$ cat src/rtl/systolic_pkg.sv
// rtl/systolic_pkg.sv - shared types and helpers for the 2x2 systolic array feeder and array wrapper
package systolic_pkg;

    localparam int unsigned SYS_DATA_WIDTH  = 32;
    localparam int unsigned SYS_ACCUM_WIDTH = 64;

    typedef enum logic [2:0] {
        S_IDLE,
        S_CLEAR,
        S_START,
        S_FEED0,
        S_FEED1,
        S_FLUSH,
        S_WAIT_DONE,
        S_RESP
    } feeder_state_t;

    // Member order puts element 00 in the LSBs of the packed vector.
    typedef struct packed {
        logic [SYS_DATA_WIDTH-1:0] e11;
        logic [SYS_DATA_WIDTH-1:0] e10;
        logic [SYS_DATA_WIDTH-1:0] e01;
        logic [SYS_DATA_WIDTH-1:0] e00;
    } mat2x2_data_t;

    typedef struct packed {
        logic [SYS_ACCUM_WIDTH-1:0] c11;
        logic [SYS_ACCUM_WIDTH-1:0] c10;
        logic [SYS_ACCUM_WIDTH-1:0] c01;
        logic [SYS_ACCUM_WIDTH-1:0] c00;
    } mat2x2_acc_t;

    function automatic mat2x2_data_t unpack_data(input logic [4*SYS_DATA_WIDTH-1:0] v);
        return mat2x2_data_t'(v);
    endfunction

    function automatic logic [4*SYS_DATA_WIDTH-1:0] pack_data(input mat2x2_data_t m);
        return m;
    endfunction

    function automatic mat2x2_acc_t unpack_acc(input logic [4*SYS_ACCUM_WIDTH-1:0] v);
        return mat2x2_acc_t'(v);
    endfunction

    function automatic logic [4*SYS_ACCUM_WIDTH-1:0] pack_acc(input mat2x2_acc_t m);
        return m;
    endfunction

endpackage

$ cat src/rtl/systolic_feeder_2x2.sv
// rtl/systolic_feeder_2x2.sv - sequences one 2x2 operand pair into the systolic array and returns its results
module systolic_feeder_2x2
    import systolic_pkg::*;
#(
    parameter int unsigned DATA_WIDTH     = 32,
    parameter int unsigned ACCUM_WIDTH    = 64,
    parameter int unsigned TIMEOUT_CYCLES = 16
) (
    input  logic                     clk_i,
    input  logic                     rst_ni,
    input  logic                     req_valid_i,
    output logic                     req_ready_o,
    input  logic [4*DATA_WIDTH-1:0]  req_a_i,
    input  logic [4*DATA_WIDTH-1:0]  req_b_i,
    input  logic                     req_accumulate_i,
    output logic                     arr_start_o,
    output logic                     arr_clear_o,
    output logic                     arr_accumulate_o,
    output logic [DATA_WIDTH-1:0]    arr_a_row0_o,
    output logic [DATA_WIDTH-1:0]    arr_a_row1_o,
    output logic                     arr_a_valid_o,
    output logic [DATA_WIDTH-1:0]    arr_b_col0_o,
    output logic [DATA_WIDTH-1:0]    arr_b_col1_o,
    output logic                     arr_b_valid_o,
    input  logic                     arr_busy_i,
    input  logic                     arr_done_i,
    input  logic [ACCUM_WIDTH-1:0]   arr_c00_i,
    input  logic [ACCUM_WIDTH-1:0]   arr_c01_i,
    input  logic [ACCUM_WIDTH-1:0]   arr_c10_i,
    input  logic [ACCUM_WIDTH-1:0]   arr_c11_i,
    output logic                     rsp_valid_o,
    input  logic                     rsp_ready_i,
    output logic [4*ACCUM_WIDTH-1:0] rsp_c_o,
    output logic                     rsp_err_o
);

    localparam int unsigned      CNT_W    = $clog2(TIMEOUT_CYCLES + 1);
    localparam logic [CNT_W-1:0] CNT_LAST = CNT_W'(TIMEOUT_CYCLES - 1);
    localparam logic [CNT_W-1:0] CNT_ONE  = CNT_W'(1);

    feeder_state_t             state_q, state_d;
    logic [4*DATA_WIDTH-1:0]   a_q, b_q;
    logic                      acc_q;
    logic [CNT_W-1:0]          cnt_q;
    logic [4*ACCUM_WIDTH-1:0]  rsp_c_q;
    logic                      rsp_err_q;
    logic                      counting, expired, done_hit;
    logic                      unused_busy;

    assign unused_busy = arr_busy_i;

    assign counting = state_q inside {S_FEED0, S_FEED1, S_FLUSH, S_WAIT_DONE};
    assign expired  = counting && (cnt_q == CNT_LAST);
    // done is only honoured while waiting for it; it beats a coincident expiry
    assign done_hit = (state_q == S_WAIT_DONE) && arr_done_i;

    always_comb begin
        state_d = state_q;
        case (state_q)
            S_IDLE:      if (req_valid_i) state_d = req_accumulate_i ? S_START : S_CLEAR;
            S_CLEAR:     state_d = S_START;
            S_START:     state_d = S_FEED0;
            S_FEED0:     state_d = expired ? S_RESP : S_FEED1;
            S_FEED1:     state_d = expired ? S_RESP : S_FLUSH;
            S_FLUSH:     state_d = expired ? S_RESP : S_WAIT_DONE;
            S_WAIT_DONE: if (done_hit || expired) state_d = S_RESP;
            S_RESP:      if (rsp_ready_i) state_d = S_IDLE;
            default:     state_d = S_IDLE;
        endcase
    end

    always_ff @(posedge clk_i or negedge rst_ni) begin
        if (!rst_ni) begin
            state_q   <= S_IDLE;
            a_q       <= '0;
            b_q       <= '0;
            acc_q     <= 1'b0;
            cnt_q     <= '0;
            rsp_c_q   <= '0;
            rsp_err_q <= 1'b0;
        end else begin
            state_q <= state_d;
            if (state_q == S_IDLE && req_valid_i) begin
                a_q   <= req_a_i;
                b_q   <= req_b_i;
                acc_q <= req_accumulate_i;
            end
            if (state_q == S_START) begin
                cnt_q <= '0;
            end else if (counting) begin
                cnt_q <= cnt_q + CNT_ONE;
            end
            if (done_hit) begin
                rsp_c_q   <= {arr_c11_i, arr_c10_i, arr_c01_i, arr_c00_i};
                rsp_err_q <= 1'b0;
            end else if (expired) begin
                rsp_c_q   <= '0;
                rsp_err_q <= 1'b1;
            end
        end
    end

    assign req_ready_o      = (state_q == S_IDLE);
    assign arr_clear_o      = (state_q == S_CLEAR);
    assign arr_start_o      = (state_q == S_START);
    assign arr_accumulate_o = acc_q;
    assign arr_a_valid_o    = state_q inside {S_FEED0, S_FEED1};
    assign arr_b_valid_o    = state_q inside {S_FEED0, S_FEED1};
    assign rsp_valid_o      = (state_q == S_RESP);
    assign rsp_c_o          = rsp_c_q;
    assign rsp_err_o        = rsp_err_q;

    // Beat k carries column k of A and row k of B; the array does the skewing.
    always_comb begin
        arr_a_row0_o = '0;
        arr_a_row1_o = '0;
        arr_b_col0_o = '0;
        arr_b_col1_o = '0;
        if (state_q == S_FEED0) begin
            arr_a_row0_o = a_q[0*DATA_WIDTH +: DATA_WIDTH];
            arr_a_row1_o = a_q[2*DATA_WIDTH +: DATA_WIDTH];
            arr_b_col0_o = b_q[0*DATA_WIDTH +: DATA_WIDTH];
            arr_b_col1_o = b_q[1*DATA_WIDTH +: DATA_WIDTH];
        end else if (state_q == S_FEED1) begin
            arr_a_row0_o = a_q[1*DATA_WIDTH +: DATA_WIDTH];
            arr_a_row1_o = a_q[3*DATA_WIDTH +: DATA_WIDTH];
            arr_b_col0_o = b_q[2*DATA_WIDTH +: DATA_WIDTH];
            arr_b_col1_o = b_q[3*DATA_WIDTH +: DATA_WIDTH];
        end
    end

endmodule

$ cat config.mk
export PLATFORM = sky130hd
export DESIGN_NAME = systolic_feeder_2x2
export DESIGN_NICKNAME = d
export VERILOG_FILES = /design/src/rtl/systolic_pkg.sv /design/src/rtl/systolic_feeder_2x2.sv
export SDC_FILE = /design/constraint.sdc
export NUM_CORES = 1
export LEC_CHECK = 0
export BUFFER_PORTS_ARGS = -buffer_cell sky130_fd_sc_hd__buf_2
export CORE_AREA = 4 4 357 359
export CTS_CLUSTER_DIAMETER = 80
export DETAILED_ROUTE_END_ITERATION = 16
export DIE_AREA = 0 0 361 363
export PLACE_DENSITY_LB_ADDON = 0.15
export RECOVER_POWER = 50
export REMOVE_ABC_BUFFERS = 1
export SLEW_MARGIN = 20
export SYNTH_ARGS = -nofsm -noshare
export SYNTH_HDL_FRONTEND = slang
export SYNTH_SLANG_ARGS = --single-unit
$ cat constraint.sdc
create_clock -name clk_i -period 2.8 [get_ports clk_i]
set_clock_uncertainty 0.15 [all_clocks]
set_input_delay 0.14 -clock clk_i [delete_from_list [all_inputs] [get_ports clk_i]]
set_output_delay 0.14 -clock clk_i [all_outputs]
set_load 0.03 [all_outputs]
==> flow_metrics.tcl <==
set metrics [dict create \
    ys_ff_latch 522 \
    run_status "complete, but fails checks" \
    mostFrequentLayoutCells "714 x buf_2, 521 x dfrtp_1, 519 x dlygate4sd3_1, 380 x a22o_1, 258 x mux2_2" \
    ios 911 \
    dr.pass1.iters 5 \
    crit_path_top_delay_cell "dfrtp_1" \
    synth-edff-count 0 \
    clk_latency_ns 0.61 \
    num_vias 17900 \
    synth_area_um2 20500 \
    maxCapViolations 1 \
    cp.required_ns 2.51 \
    place_area_um2 27200 \
    cp-end-kind "output pin" \
    drt-total-wl_um 93400 \
    track_usage 0.136 \
    slowest_delay_ns 0.45 \
    coreArea_um2 124000 \
    std_cell_rows 129 \
    ys.flop_type "dfrtp_1" \
    period_share 0.945 \
    cp_top_family "buffers and inverters" \
    multi_input_area_um2 6740 \
    areaGrowthSynthToFinish_pct 69.0 \
    regArea_um2 13100 \
    dieArea_um2 131000 \
    grt-busiest-layer "met2" \
    drt-vias-per-instance 3.96 \
    synthCells 1356 \
    htreeDepth 3 \
    worst_slew_pin_slew_ns 2.27 \
    power_frac_comb 0.430 \
    slew_viol_final 8 \
    clock_sink_count 522 \
    dp_hpwl_um 70100 \
    grt_max_degree 101 \
    fmax_ghz 0.378 \
    grt_pass1_wl_um 134000 \
    setup_tns_ns 0 \
    final_util 0.280 \
    rsz0062_at_grt "false" \
    first_global_vias 19700 \
    syn-mean-instance-area_um2 15.1 \
    critPathMaxFanout 15 \
    postSynth.asyncResetShare 1.00 \
    gr-total-overflow 0 \
    switchingPower_uw 16000 \
    cp_common_cell "buf_12" \
    grt_use_met2 0.241 \
    initial_core_util 0.166 \
    fin_total_pwr_uw 38900 \
    route.detailed.drc 0 \
    met3_usage 0.0429 \
    crit_chain "and3b_4, buf_12, buf_12, buf_6, a22o_1, buf_2" \
    antenna_left 0 \
    cts_inserted_buffers 70 \
    p_int_uw 22900 \
    maxSlewHeadroom -0.510 \
    switching_share 0.411 \
    clk_pin_slew_worst_paths_ns 0.05 \
    design_area_um2 34700 \
    path_buf_inv 4 \
    detail_route.wl_per_cell_um 20.7 \
    start_kind "register" \
    hold_viol 0 \
    synth_cell_types 39 \
    pwr-share-clk 0.231 \
    grtUsageMet1 0.156 \
    hp-class "input pin to register" \
    layout_commonest_cell "buf_2" \
    ys_seq_area_frac 0.636 \
    clk_path_buf_depth 3 \
    portBuffers 909 \
    worst_ep_arrival_time_ns 2.35 \
    final_layout_size_suffix_gt1_frac 0.407 \
    root_buffer "clkbuf_16" \
    drtIter0Drc 811 \
    cts_tree "done" \
    fin_nets 3327 \
    yosysWarningCount 0 \
    die_y_um 363 \
    crit_type "register to output pin" \
    n_fill_cell 12900 \
    failed_checks "max-capacitance violations, max-slew violations" \
    power.density_nw_per_um2 1120 \
    fin_crit_ns 2.64 \
    seqPwrFrac 0.339 \
    fp.dieW_um 361 \
    ir_drop_uv 573 \
    gp_congestion 0.784 \
    leakage_uw 0.0164 \
    antenna_found_initial 29 \
    setup_viol 0 \
]
-- state kept, by name, indices dropped and copies added, names as in the netlist --
signal and cells:
a_q 128, arr_accumulate_o 1, b_q 128, cnt_q 5, rsp_c_o 256, rsp_err_o 1
state_q 3
-- cell type report --
type | instances | share of cell area
Inverter | 4 | 0.000433
Antenna cell | 19 | 0.00137
Clock buffer | 100 | 0.0578
Tap cell | 1637 | 0.0590
Timing Repair Buffer | 1501 | 0.302
Multi-Input combinational cell | 707 | 0.194
Sequential cell | 522 | 0.376
Clock inverter | 23 | 0.00854
-- synth_stat cells, types with 4 or more instances --
cell type / instances / area, µm²
buf_1: 5 / 18.8
dfrtp_1: 522 / 13100
o221ai_1: 4 / 35.0
nor2_1: 5 / 18.8
mux2_2: 258 / 2910
nand2_1: 6 / 22.5
inv_1: 4 / 15.0
buf_2: 54 / 270
a22o_1: 384 / 3360
a21oi_1: 4 / 20.0
buf_6: 23 / 259
clkbuf_1: 32 / 120
nor2b_1: 5 / 31.3
buf_4: 9 / 67.6
-- cells by family after synthesis --
| logic type | share of synthesized area |
|---|---|
| AOI/OAI and AO/OA | 0.173 |
| buffers and inverters | 0.0366 |
| xor gates and xnor gates | 0.000427 |
| DFF | 0.636 |
| adders and majority gates | 0.00122 |
| and+or+nand+nor | 0.00957 |
| muxes | 0.143 |
-- final timing paths --
check / from / endpoint / slack, ns / cells after the start
setup / recovery: state_q[2] / arr_a_row1_o[7] / 0.16 / 6
hold / removal: arr_c00_i[21] / rsp_c_o[21] / 0.13 / 3
setup reg to reg: cnt_q[0] / state_q[1] / 0.21 / 7
hold reg to reg: rsp_c_o[83] / rsp_c_o[83] / 0.34 / 1
max in group asynchronous: rst_ni / a_q[48] / 0.35 / 3
min in group asynchronous: rst_ni / a_q[27] / 1.45 / 3
-- worst reg2reg max path: cells and delay by family (launching register included) --
kind,cells,cell delay (ns)
AOI/OAI and AO/OA,2,0.40
adders and majority gates,2,0.49
buffers and inverters,1,0.55
DFF,1,0.42
and+or+nand+nor,2,0.52
-- repair_timing --
action                                  4_1_cts  5_1_grt
setup buffers                                 2        4
pin swaps                                     1        0
endpoints found under the hold margin      1039        0
resized for setup                             8        2
endpoints found under the setup margin       63       11
hold buffers                                520        0
cloned                                        0        3
-- power by group through the flow --
stage / Clock, µW / Sequential [µW] / Combinational, µW
after global routing: 9700 / 13700 / 17800
final: 9010 / 13200 / 16700
after floorplan: 0 / 16200 / 7310
after CTS: 9380 / 13200 / 17300
after global placement: 0 / 13200 / 16400
after detailed placement: 0 / 13200 / 16700
-- metal layers --
layer  up-vias  share of wire
li1       8123              -
met1      8894           0.40
met2       704           0.50
met3       132          0.077
met4        16          0.027
met5         -         0.0011
-- metrics by stage --
stage                     worst slack (ns)  hold WS (ns)  instances
after global placement               0.258       -0.0207       3842
after CTS                          0.00192        0.0462       4487
after floorplan                      -5.65        -0.306       1233
after detailed placement             0.235       -0.0191       3842
after global routing               0.00580        0.0737       4502
final                                0.155         0.129       4513
(Power assumes the default switching activity.)
